<file path="config.mk">
export PLATFORM = sky130hd
export DESIGN_NAME = zx81_tape_sequencer
export DESIGN_NICKNAME = d
export VERILOG_FILES = /design/src/rtl/zx81_tape_pkg.sv /design/src/rtl/zx81_tape_bit_shaper.sv /design/src/rtl/zx81_tape_sequencer.sv
export SDC_FILE = /design/constraint.sdc
export NUM_CORES = 1
export LEC_CHECK = 0
export BUFFER_PORTS_ARGS = -buffer_cell sky130_fd_sc_hd__buf_2
export CORE_ASPECT_RATIO = 1.5
export CORE_MARGIN = 4
export CORE_UTILIZATION = 46
export CTS_BUF_LIST = sky130_fd_sc_hd__clkbuf_4 sky130_fd_sc_hd__clkbuf_8 sky130_fd_sc_hd__clkbuf_16
export CTS_CLUSTER_DIAMETER = 60
export DETAILED_ROUTE_END_ITERATION = 10
export PLACE_DENSITY_LB_ADDON = 0.25
export SLEW_MARGIN = 15
export SYNTH_ARGS = -nofsm -noshare
export SYNTH_HDL_FRONTEND = slang
export SYNTH_HIERARCHICAL = 1
export SYNTH_SLANG_ARGS = --single-unit
</file>
<file path="constraint.sdc">
create_clock -name i_clk -period 7.45 [get_ports i_clk]
set_input_delay 0.3725 -clock i_clk [delete_from_list [all_inputs] [get_ports i_clk]]
set_output_delay 0.3725 -clock i_clk [all_outputs]
set_load 0.005 [all_outputs]
</file>
<file path="src/rtl/zx81_tape_pkg.sv">
// zx81_tape_pkg: shared types and constants for the ZX81 tape player.
// Holds the waveform state enum, the controller state enum, pulse counts
// and default timing. Optional pause support: ZX81_TAPE_PAUSE_EN.
package zx81_tape_pkg;

   typedef enum logic [2:0] {
      IDLE,
      FETCH,
      LOAD,
      PULSE_HI,
      PULSE_LO,
      GAP,
      PAUSE
   } tape_state_t;

   typedef enum logic [2:0] {
      C_IDLE,
      C_FETCH,
      C_LOAD,
      C_RUN,
      C_PAUSE
   } ctl_state_t;

   localparam int ZERO_PULSES    = 4;
   localparam int ONE_PULSES     = 9;
   localparam int DEF_ADDR_W     = 16;
   localparam int DEF_HALF_TICKS = 75;
   localparam int DEF_GAP_TICKS  = 650;
   localparam int DEF_RD_LAT     = 1;
   localparam int TCNT_W         = 10;
   localparam int PCNT_W         = 4;

   function automatic logic [PCNT_W-1:0] pulses_for(input logic b);
      return b ? PCNT_W'(ONE_PULSES) : PCNT_W'(ZERO_PULSES);
   endfunction

endpackage

</file>
<file path="src/rtl/zx81_tape_bit_shaper.sv">
// zx81_tape_bit_shaper: turns one bit into ZX81 pulses plus trailing gap.
// Ports: i_clk, i_reset_n (sync, active low), i_tick (count enable),
//   i_start/i_bit (begin a bit), i_abort (drop to idle), i_hold (freeze),
//   o_pulse (waveform), o_done (strobe on the last gap tick).
module zx81_tape_bit_shaper
   import zx81_tape_pkg::*;
#(
   parameter int HALF_TICKS = DEF_HALF_TICKS,
   parameter int GAP_TICKS  = DEF_GAP_TICKS
) (
   input  logic i_clk,
   input  logic i_reset_n,
   input  logic i_tick,
   input  logic i_start,
   input  logic i_bit,
   input  logic i_abort,
   input  logic i_hold,
   output logic o_pulse,
   output logic o_done
);

   tape_state_t       r_phase, w_phase_nx;
   logic [TCNT_W-1:0] r_tcnt, w_tcnt_nx;
   logic [PCNT_W-1:0] r_pcnt, w_pcnt_nx;
   logic [PCNT_W-1:0] w_pcnt_inc;
   logic              r_bit, w_bit_nx;
   logic              w_step;
   logic              w_half_end;
   logic              w_gap_end;

   assign w_step     = i_tick & ~i_hold;
   assign w_half_end = (r_tcnt == TCNT_W'(HALF_TICKS - 1));
   assign w_gap_end  = (r_tcnt == TCNT_W'(GAP_TICKS - 1));
   assign w_pcnt_inc = r_pcnt + PCNT_W'(1);

   // Kept independent of i_start: the parent answers done with start.
   assign o_done  = (r_phase == GAP) & w_step & w_gap_end;
   assign o_pulse = (r_phase == PULSE_HI);

   always_ff @(posedge i_clk) begin
      if (!i_reset_n) begin
         r_phase <= IDLE;
         r_tcnt  <= '0;
         r_pcnt  <= '0;
         r_bit   <= 1'b0;
      end else begin
         r_phase <= w_phase_nx;
         r_tcnt  <= w_tcnt_nx;
         r_pcnt  <= w_pcnt_nx;
         r_bit   <= w_bit_nx;
      end
   end

   always_comb begin
      w_phase_nx = r_phase;
      w_tcnt_nx  = r_tcnt;
      w_pcnt_nx  = r_pcnt;
      w_bit_nx   = r_bit;
      if (i_abort) begin
         w_phase_nx = IDLE;
         w_tcnt_nx  = '0;
         w_pcnt_nx  = '0;
      end else if (i_start) begin
         w_phase_nx = PULSE_HI;
         w_tcnt_nx  = '0;
         w_pcnt_nx  = '0;
         w_bit_nx   = i_bit;
      end else if (w_step) begin
         unique case (r_phase)
            PULSE_HI: begin
               if (w_half_end) begin
                  w_phase_nx = PULSE_LO;
                  w_tcnt_nx  = '0;
               end else begin
                  w_tcnt_nx = r_tcnt + TCNT_W'(1);
               end
            end
            PULSE_LO: begin
               if (w_half_end) begin
                  w_tcnt_nx = '0;
                  w_pcnt_nx = w_pcnt_inc;
                  if (w_pcnt_inc == pulses_for(r_bit))
                     w_phase_nx = GAP;
                  else
                     w_phase_nx = PULSE_HI;
               end else begin
                  w_tcnt_nx = r_tcnt + TCNT_W'(1);
               end
            end
            GAP: begin
               if (w_gap_end) begin
                  w_phase_nx = IDLE;
                  w_tcnt_nx  = '0;
               end else begin
                  w_tcnt_nx = r_tcnt + TCNT_W'(1);
               end
            end
            default: ;
         endcase
      end
   end

endmodule

</file>
<file path="src/rtl/zx81_tape_sequencer.sv">
// zx81_tape_sequencer: plays a .P image from the tape buffer as ZX81 pulses.
// Ports: i_clk, i_reset_n (sync, active low), i_tick, play/stop/eject buttons,
//   i_len_wr/i_len (image length), o_rd_addr/o_rd_en/i_rd_data (buffer),
//   o_tape_out, o_play_on, o_tape_loaded. Optional: ZX81_TAPE_PAUSE_EN.
module zx81_tape_sequencer
   import zx81_tape_pkg::*;
#(
   parameter int ADDR_W     = DEF_ADDR_W,
   parameter int HALF_TICKS = DEF_HALF_TICKS,
   parameter int GAP_TICKS  = DEF_GAP_TICKS,
   parameter int RD_LAT     = DEF_RD_LAT
) (
   input  logic              i_clk,
   input  logic              i_reset_n,
   input  logic              i_tick,
   input  logic              i_play_btn,
   input  logic              i_stop_btn,
   input  logic              i_eject_btn,
   input  logic              i_len_wr,
   input  logic [ADDR_W-1:0] i_len,
   output logic [ADDR_W-1:0] o_rd_addr,
   output logic              o_rd_en,
   input  logic [7:0]        i_rd_data,
   output logic              o_tape_out,
   output logic              o_play_on,
   output logic              o_tape_loaded
);

   ctl_state_t        r_state, w_state_nx;
   logic [ADDR_W-1:0] r_pos, w_pos_nx;
   logic [ADDR_W-1:0] r_len;
   logic [ADDR_W-1:0] w_pos_inc;
   logic [7:0]        r_byte, w_byte_nx;
   logic [2:0]        r_bit_idx, w_bit_idx_nx;
   logic [1:0]        r_lat, w_lat_nx;
   logic [2:0]        r_btn_s, r_btn_d;
   logic [2:0]        w_edge;
   logic              w_eject, w_stop, w_play;
   logic              w_start, w_sbit, w_abort, w_hold;
   logic              w_done, w_pulse;

   // Bit order in the vectors: {eject, stop, play}.
   assign w_edge  = r_btn_s & ~r_btn_d;
   assign w_eject = w_edge[2] | i_len_wr;
   assign w_stop  = w_edge[1] & ~w_eject;
   assign w_play  = w_edge[0] & ~w_edge[1] & ~w_eject;

   assign w_pos_inc     = r_pos + ADDR_W'(1);
   assign o_rd_addr     = r_pos;
   assign o_play_on     = (r_state != C_IDLE);
   assign o_tape_out    = w_pulse;
   assign o_tape_loaded = (r_len != '0);

   always_ff @(posedge i_clk) begin
      if (!i_reset_n) begin
         r_state   <= C_IDLE;
         r_pos     <= '0;
         r_len     <= '0;
         r_byte    <= '0;
         r_bit_idx <= '0;
         r_lat     <= '0;
         r_btn_s   <= '0;
         r_btn_d   <= '0;
      end else begin
         r_state   <= w_state_nx;
         r_pos     <= w_pos_nx;
         r_byte    <= w_byte_nx;
         r_bit_idx <= w_bit_idx_nx;
         r_lat     <= w_lat_nx;
         r_btn_s   <= {i_eject_btn, i_stop_btn, i_play_btn};
         r_btn_d   <= r_btn_s;
         if (i_len_wr)
            r_len <= i_len;
         else if (w_edge[2])
            r_len <= '0;
      end
   end

   always_comb begin
      w_state_nx   = r_state;
      w_pos_nx     = r_pos;
      w_byte_nx    = r_byte;
      w_bit_idx_nx = r_bit_idx;
      w_lat_nx     = r_lat;
      w_start      = 1'b0;
      w_sbit       = 1'b0;
      w_abort      = 1'b0;
      w_hold       = 1'b0;
      o_rd_en      = 1'b0;
      if (w_eject) begin
         w_state_nx = C_IDLE;
         w_pos_nx   = '0;
         w_abort    = 1'b1;
      end else if (w_stop) begin
         // Position is kept so the next play refetches the current byte.
         w_state_nx = C_IDLE;
         w_abort    = 1'b1;
      end else begin
         unique case (r_state)
            C_IDLE: begin
               if (w_play && r_len != '0 && r_pos < r_len) begin
                  w_state_nx = C_FETCH;
                  w_lat_nx   = '0;
               end
            end
            C_FETCH: begin
               o_rd_en = (r_lat == 2'd0);
               if (r_lat == 2'(RD_LAT - 1))
                  w_state_nx = C_LOAD;
               else
                  w_lat_nx = r_lat + 2'd1;
            end
            C_LOAD: begin
               w_byte_nx    = i_rd_data;
               w_bit_idx_nx = 3'd7;
               w_start      = 1'b1;
               w_sbit       = i_rd_data[7];
               w_state_nx   = C_RUN;
            end
            C_RUN: begin
`ifdef ZX81_TAPE_PAUSE_EN
               // Freeze in the edge cycle too, so no tick is lost.
               if (w_play) begin
                  w_state_nx = C_PAUSE;
                  w_hold     = 1'b1;
               end else
`endif
               if (w_done) begin
                  if (r_bit_idx != 3'd0) begin
                     w_bit_idx_nx = r_bit_idx - 3'd1;
                     w_start      = 1'b1;
                     w_sbit       = r_byte[r_bit_idx - 3'd1];
                  end else if (w_pos_inc == r_len) begin
                     w_pos_nx   = '0;
                     w_state_nx = C_IDLE;
                  end else begin
                     w_pos_nx   = w_pos_inc;
                     w_lat_nx   = '0;
                     w_state_nx = C_FETCH;
                  end
               end
            end
`ifdef ZX81_TAPE_PAUSE_EN
            C_PAUSE: begin
               w_hold = 1'b1;
               if (w_play)
                  w_state_nx = C_RUN;
            end
`endif
            default: w_state_nx = C_IDLE;
         endcase
      end
   end

   zx81_tape_bit_shaper #(
      .HALF_TICKS(HALF_TICKS),
      .GAP_TICKS (GAP_TICKS)
   ) u_shaper (
      .i_clk    (i_clk),
      .i_reset_n(i_reset_n),
      .i_tick   (i_tick),
      .i_start  (w_start),
      .i_bit    (w_sbit),
      .i_abort  (w_abort),
      .i_hold   (w_hold),
      .o_pulse  (w_pulse),
      .o_done   (w_done)
   );

endmodule
</file>
Word-level counts from Yosys, hierarchy flattened
Cells that the tools add are included.
Widths: inputs -> output; s select.
{"block": "word_totals", "out_inout_bits": 20, "ff_bits": 72, "in_bits": 31, "elab_cells": 132}
{"block": "op_classes", "n_eq_ne": 23, "bitwise_logic": 14, "n_addsub": 5, "n_lt_le_gt_ge": 2, "mux": 46, "n_reduce_logical": 29}
{"cell": "$mux 16", "n": 3}
{"cell": "$mux 3", "n": 10}
{"cell": "$mux 10", "n": 2}
{"cell": "$pmux 10 s2", "n": 1}
{"cell": "$add 16x1->16 const B", "n": 1}
{"cell": "$eq 16x16->1", "n": 1}
{"cell": "$lt 16x16->1", "n": 1}
{"cell": "$reduce_bool 16->1", "n": 1}
{"cell": "$mux 1", "n": 15}
{"cell": "$reduce_and 5->1", "n": 3}
{"cell": "$mux 2", "n": 7}
{"cell": "$ne 2x2->1 const B", "n": 6}
{"cell": "$pmux 3 s4", "n": 1}
{"cell": "$reduce_bool 3->1", "n": 4}
{"cell": "$add 10x1->10 const B", "n": 1}
{"cell": "$eq 10x10->1 const B", "n": 1}
{"cell": "$eq 10x7->1 const B", "n": 1}
{"cell": "$eq 3x2->1 const B", "n": 3}
{"cell": "$ne 3x1->1 const B", "n": 3}
{"cell": "$pmux 3 s3", "n": 1}
{"cell": "$ne 2x1->1 const B", "n": 4}
{"cell": "$reduce_and 4->1", "n": 2}
{"cell": "$reduce_and 8->1", "n": 1}
{"cell": "$reduce_bool 2->1", "n": 4}
{"cell": "25 further kinds", "n": 42}

Depth between registers and ports, before layout
Gate-level depths: netlist of run 1.
{"block": "logic_depth", "word_depth": 9, "depth_mapped": 10, "depth_no_buf": 10}

Modules after synthesis
Netlist of run 1, hierarchy kept.
{"mod": "zx81_tape_sequencer", "n_inst": 1, "seq_area_each_um2": 1061.0, "cells_each": 446, "area_per_inst_um2": 3507.1}
{"mod": "zx81_tape_bit_shaper", "n_inst": 1, "seq_area_each_um2": 360.3, "cells_each": 116, "area_per_inst_um2": 1033.5}

Worst setup path after synthesis of run 1
No wires, ideal clock.
{"block": "synth_path", "kind": "reg-to-reg", "from": "reg r_pos[0] (netlist: o_rd_addr[0])", "to": "reg r_lat[0]", "path_slack_ns": 4.954, "setup_ns": 0.137, "path_buffers": 1, "required_ns": 7.313, "synth_period_minus_slack_ns": 2.496, "arrival_ns": 2.359, "path_stages_with_launch": 10, "path_cell_list": "dfxtp_1 -> ha_1 -> nand3_1 -> or4_1 -> xnor2_1 -> a311oi_1 -> nand4b_1 -> buf_4 -> o2111ai_1 -> o2111ai_1"}
{"block": "synth_via", "elab_chain_len": 4, "word_cells_on_any_way": 7, "classes_between": "1 x add/sub; 1 x order compare; 3 x eq/ne; 2 x reduce/logical"}
{"item": "from (decl)", "line_no": "zx81_tape_sequencer.sv:30", "text": "logic [ADDR_W-1:0] r_pos, w_pos_nx;"}
{"item": "from (signal assigned)", "line_no": "zx81_tape_sequencer.sv:66", "text": "r_pos <= w_pos_nx;"}
{"item": "$add 16x1->16 / $lt 16x16->1 (equally long branches)", "line_no": "zx81_tape_sequencer.sv:48, zx81_tape_sequencer.sv:101"}
{"item": "$eq 16x16->1 / $logic_and 1x1->1 (equally long branches)", "line_no": "zx81_tape_sequencer.sv:133, zx81_tape_sequencer.sv:101"}
{"item": "$ne 2x2->1 (no source line)"}
{"item": "$reduce_and 8->1 (no source line) (*)"}
{"item": "to (signal assigned)", "line_no": "zx81_tape_sequencer.sv:69", "text": "r_lat <= w_lat_nx;"}
{"item": "to (decl)", "line_no": "zx81_tape_sequencer.sv:35", "text": "logic [1:0] r_lat, w_lat_nx;"}
Every way passes the cells marked *; elsewhere a longest branch is shown, timed or not.
A chain may end at the register's enable or synchronous reset.

Worst setup path in the final report of run 1
{"block": "layout_path", "from": "reg r_pos[0] (netlist: o_rd_addr[0])", "to": "reg r_pos[10] (netlist: o_rd_addr[10])"}
{"block": "layout_via", "elab_chain_len": 3}
{"item": "$add 16x1->16 (*)", "line_no": "zx81_tape_sequencer.sv:48", "text": "assign w_pos_inc = r_pos + ADDR_W'(1);"}
{"item": "$eq 16x16->1", "line_no": "zx81_tape_sequencer.sv:133", "text": "end else if (w_pos_inc == r_len) begin"}
{"item": "$mux 16 (*)", "line_no": "zx81_tape_sequencer.sv:133"}
Marked as above.

==> results of run 1 <==
## layout by cell type (no fill, tap or decap), types with 18 or more instances in the layout
cell type	synthesis	routed
dfxtp_1	71	71
nor2_1	36	36
buf_2	3	50
nand3_1	20	20
nand2_1	53	53
ha_1	29	29
inv_1	37	37
o21ai_0	28	28
a21oi_1	24	24
nor2b_1	18	18
## worst max-delay path, cell delays in order (launching register included)
cell	delay [ps]
dfxtp_1	490
ha_1	310
nand3_1	250
or4_1	540
xnor2_1	160
a311oi_1	290
nand4b_1	790
o22ai_1	500
a21oi_1	120
## final cells by class
cell class | count | area, µm²
Inverter | 38 | 142.6
Fill cell | 947 | 4564
Clock buffer | 10 | 239.0
Tap cell | 115 | 143.9
Timing Repair Buffer | 52 | 265.3
Sequential cell | 71 | 1421
Clock inverter | 6 | 60.06
Multi-Input combinational cell | 428 | 2853
## through the flow
stage / area, µm² / std cells
6_report: 5125 / 720
5_1_grt: 5125 / 720
4_1_cts: 5125 / 720
3_5_place_dp: 4826 / 704
3_3_place_gp: 4826 / 704
2_1_floorplan: 4541 / 562
## flip-flops by register name, summed over array words and instances, names as in the netlist, 3 cells and up
name / cells
o_rd_addr: 16
r_len: 16
u_shaper/r_tcnt: 10
r_byte: 8
u_shaper/r_pcnt: 4
r_bit_idx: 3
r_btn_d: 3
r_btn_s: 3
u_shaper/r_phase: 3
## worst max-delay path by stage
stage,startpoint,end,slack (ps),cells past startpoint
5_1_grt,o_rd_addr[1],o_rd_addr[3],3480,8
2_1_floorplan,o_rd_addr[0],r_lat[0],4950,9
3_5_place_dp,o_rd_addr[0],o_rd_addr[10],3880,8
4_1_cts,o_rd_addr[1],o_rd_addr[10],3860,8
6_report,o_rd_addr[0],o_rd_addr[10],3830,8
3_3_place_gp,o_rd_addr[0],r_lat[0],4030,8
## logic make-up (layout without fill, tap and decap cells)
| kind of cell | count (synthesis) | in the layout | share of synthesized area |
|---|---|---|---|
| DFF | 71 | 71 | 0.3130 |
| muxes | 16 | 16 | 0.04078 |
| adders and majority gates | 29 | 29 | 0.07991 |
| AOI/OAI and AO/OA | 107 | 107 | 0.1494 |
| and+or+nand+nor | 245 | 245 | 0.2995 |
| xor gates and xnor gates | 30 | 30 | 0.05787 |
| other | 1 | 1 | 0.0008259 |
| buffers and inverters | 63 | 106 | 0.05869 |
## layer usage
layer | part of all wire | vias up | track usage | wire length (µm)
met4 | 0.036 | 0 | 0.08852 | 406
li1 | - | 2071 | - | -
met5 | 0 | - | 0 | 0
met2 | 0.51 | 114 | 0.3617 | 5820
met1 | 0.41 | 1918 | 0.2447 | 4614
met3 | 0.047 | 34 | 0.04580 | 530
## power by group through the flow
stage	clock, mW	sequential, mW	combinational, mW
after floorplan	0	0.398	0.0424
final	0.430	0.392	0.0643
after CTS	0.439	0.392	0.0648
after detailed placement	0	0.400	0.0645
after global placement	0	0.400	0.0638
after global routing	0.458	0.393	0.0724
==> metrics, run 1 <==
grt ovf=0; Max clock buf depth=2; status=finished clean; syn_nets=622; dpl hpwl=8471 µm; Tcrit/Tclk final=0.4865; CTS tree=yes; Synth area leader=dfxtp_1; Pint=0.6783 mW; worst ir drop on vdd=138.0 µV; yosys warns=6; die area=11560 µm²; CTS H-tree lvls=3; initial cell density of the core=0.4686; Pre-antenna DRT Iters=4; clk slew on worst S/H paths=60 ps; Ant. Diodes=0; port bufs=50; CTS Root Cell=clkbuf_16; DR DRC count=0; worst path arrival time=3790 ps; core area=9689 µm²; Yosys top cell area share=0.3130; initial antenna violation count=0; WHS Endpoint=r_len[5]; Final Wtd Congestion=0.8406; Crit. End Element=flip-flop; number of global-route vias before repair=3977; Post-synth EDFFs=0; Worst Path Max Fanout=20; leakage power=1.944 nW; syn avg cell area=8.079 µm²; TNS Setup=0 ps; P_sw=0.2087 mW; gr usage total=0.2094; Post-Route WL=11370 µm; area grow syn2layout=12.87%; top cells by count, synth=71 x dfxtp_1, 53 x nand2_1, 37 x inv_1; asr flop ratio synth=0; DIE WIDTH=89.12 µm; # IOs=51; largest net degree at the start of global routing=33; CTS Sinks=71; main flop type after synthesis=dfxtp_1; worst flop-to-flop path startpoint=o_rd_addr[0]; num rows=44; Worst Hold Depth=3; share of layout cells above drive strength 1=0.1471; Worst Skew=5.227 ps; Via Count=4137; combinational share of power=0.072; 1st-iter DRT viols=206; Final Util=0.5289; sequential area share after synthesis=0.3130; synth unique cells=67; R2R Path End=o_rd_addr[10]; DP Worst Slack=3876 ps; Worst EP required=7610 ps; Power Density=173.1 nW/µm²; DR vias/cell=5.746; Reg2Reg Setup Slack=3830 ps; switching share of total power=0.2353; WHS=233.9 ps; CP Class=reg -> reg; Reg power frac=0.442; post_cts resized=0; Critical Path Source Type=flip-flop; CTS Hold Bufs=0; fin. max-slew vios=0; DRT antenna net count=0; HP Start=i_len[5]; Slew @ Worst Pin=1071 ps; final hold violation count=0; Gate Count Post-Synth=562; clk_lat worst skew=330 ps; number of setup buffers added after CTS=0; MaxCap Viol Count=0; final-stage net count=660; worst reg2reg path depth=8; Synth area leaders=dfxtp_1 31%, ha_1 8.0%, nand2_1 4.4%; Worst Hold Class=in -> reg; Slew headroom=0.2845; Clock power frac=0.485; achievable frequency=275.9 MHz; unrepaired setup endpoints after global routing=false; Num CTS Buffers=9; Mapped Area=4541 µm²; first-pass GRT wire length=18830 µm; die height=129.7 µm; Final Power=0.8869 mW; drt wl/cell=15.79 µm; #FFs+latches synth=71; Period minus WS final=3625 ps; top-count cell post-synth=dfxtp_1; # setup viols final=0; Worst Setup Slack, final=3825 ps
(Power assumes the default switching activity.)
==> run 2, diff against run 1 <==
==> constraint.sdc (replaced) <==
create_clock -name i_clk -period 3.6 [get_ports i_clk]
set_input_delay 0.18 -clock i_clk [delete_from_list [all_inputs] [get_ports i_clk]]
set_output_delay 0.18 -clock i_clk [all_outputs]
set_load 0.005 [all_outputs]
==> run 2 against run 1 <==
  * Count of clock-buffer cells in the layout increased by 2
  * Utilization increased by 0.50 points
  * Global-route usage shrank 0.19 points
  * Combinational power up 110%
  * Total power is 110% higher
  * Non-clock buffer count is 4 higher
  * Sequential share of layout area decreased by 0.26 points
  * Hold slack worse by 200 ps
  * Fmax is 27% higher
  * Flip-flop and latch count did not move
  * Clock power is 120% higher
  * Register-to-register slack got worse by 3100 ps
==> metrics, run 2 (synthesis results as in run 1) <==
Final Util=0.5340 (+0.005036); share of layout cells above drive strength 1=0.1527 (+0.005602); Tcrit/Tclk final=0.7927 (+0.3061); DR DRC count=0 (unchanged); TNS Setup=0 ps (unchanged); Crit. End Element=flip-flop; Num CTS Buffers=9 (unchanged); num rows=44 (unchanged); CTS tree=yes; CTS Sinks=71 (unchanged); most common cell after layout, fill and taps aside=dfxtp_1; number of global-route vias before repair=3954 (-0.58%); Placed Area=4856 µm² (+0.62%); R2R Path End=r_lat[1]; Worst Path Max Fanout=10 (-50%); slowest CP cell=or4_1; port bufs=50 (unchanged); worst path cell trace=ha_1 > nand3_1 > or4_1 > xnor2_1 > a311oi_1 > nand4b_1 > buf_4 > o211ai_1 > o2111ai_1; CTS H-tree lvls=3 (unchanged); Post-Layout Inst Area=5174 µm² (+0.95%); final hold violation count=0 (unchanged); achievable frequency=350.4 MHz (+27%); clk slew on worst S/H paths=60 ps (about the same); CP Class=reg -> reg; clk_lat worst skew=330 ps (about the same); Worst EP required=3800 ps (-3810 ps); crit path launch=o_rd_addr[0]; worst reg2reg path depth=9 (+1); Power Density=368.4 nW/µm² (+110%); # IOs=51 (unchanged); Slew headroom=0.4467 (+0.1622); # setup viols final=0 (unchanged); DIE WIDTH=89.12 µm (unchanged); Worst Hold Class=in -> reg; Worst Setup Slack, final=746.4 ps (-3079 ps); final non-filler cell total=724 (+0.56%); DR vias/cell=5.688 (-1.0%); CTS Hold Bufs=0 (unchanged); most frequent cells in the layout=71 x dfxtp_1, 53 x nand2_1, 50 x buf_2; worst path arrival time=3050 ps (-740 ps); die area=11560 µm² (unchanged); Critical Path End=r_lat[1]; final-stage net count=664 (+0.61%); number of setup buffers added after CTS=0 (unchanged); status=finished clean; peak per-stage delay on the critical path=550 ps (-240 ps); gr usage total=0.2074 (-0.001927); Slew @ Worst Pin=826.9 ps (-243.7 ps); dpl hpwl=8278 µm (-2.3%); worst flop-to-flop path startpoint=o_rd_addr[0]; 1st-iter DRT viols=159 (-23%); unrepaired setup endpoints after global routing=false; Period minus WS final=2854 ps (-771.2 ps); die height=129.7 µm (unchanged); Pre-antenna DRT Iters=4 (unchanged); worst ir drop on vdd=327.2 µV (+140%); first-pass GRT wire length=18620 µm (-1.1%); Worst Skew=5.575 ps (+0.3485 ps); Ant. Diodes=0 (unchanged); drt wl/cell=15.58 µm (-1.4%); leakage power=1.979 nW (+1.8%); initial antenna violation count=0 (unchanged); area grow syn2layout=13.94%; post_cts resized=0 (unchanged); CTS Root Cell=clkbuf_16; DP Worst Slack=743.1 ps (-3133 ps); Filler Cells Inserted=915 (-3.4%); core area=9689 µm² (unchanged); fin. max-slew vios=0 (unchanged); Critical Path Source Type=flip-flop; DRT antenna net count=0 (unchanged); Reg2Reg Setup Slack=750 ps (-3080 ps); grt ovf=0 (unchanged); largest net degree at the start of global routing=33 (unchanged); Final Wtd Congestion=0.8565 (+1.9%); Cells after DPL=708 (+0.57%); Via Count=4118 (-0.46%); Post-Route WL=11280 µm (-0.81%); initial cell density of the core=0.4686 (unchanged); MaxCap Viol Count=0 (unchanged); Max clock buf depth=2 (unchanged)
## run 2: through the flow
| stage | power, mW | hold slack, ps |
|---|---|---|
| global route | 1.979 | 41.95 |
| floorplan | 0.9124 | 288.6 |
| detailed placement | 0.9617 | 382.6 |
| global placement | 0.9598 | 373.3 |
| finish | 1.906 | 38.49 |
| CTS | 1.925 | 30.26 |
## run 2: worst max-delay path, delay by kind of cell, from the launching register on
family                     cells  cell delay, ps
adders and majority gates      1             300
AOI/OAI and AO/OA              3             580
and+or+nand+nor                3             980
buffers and inverters          1             200
DFF                            1             510
xor gates and xnor gates       1             150
## run 2: worst min-delay path by stage
stage,from,end,slack (ps),cells past startpoint
after floorplan,i_len[10],r_len[10],290,2
after global placement,i_len[5],r_len[5],370,3
after detailed placement,i_len[8],r_len[8],380,3
after CTS,i_len[8],r_len[8],30,3
after global routing,i_len[8],r_len[8],40,3
final,i_len[10],r_len[10],40,3
## run 2: layout make-up
type	count	area (µm²)	share of cell area
inverters	38	142.6	0.02757
clock buffers	12	247.7	0.04788
repair buffers	56	295.3	0.05707
clock inverters	4	70.07	0.01354
well taps	115	143.9	0.02781
multi-input cells	428	2853	0.5514
flip-flops and latches	71	1421	0.2747
## run 2: per-layer routing
metal / GRT usage / wire [µm]
met4: 0.08589 / 310
met1: 0.2376 / 4562
met5: 0 / 0
met3: 0.04644 / 531
met2: 0.3639 / 5876
## run 2: power by group
part	leakage (nW)	switching [mW]	internal [mW]
logic	1.24	0.0801	0.0546
clock network	0.161	0.332	0.627
registers	0.576	0.0119	0.800
total	1.98	0.424	1.48
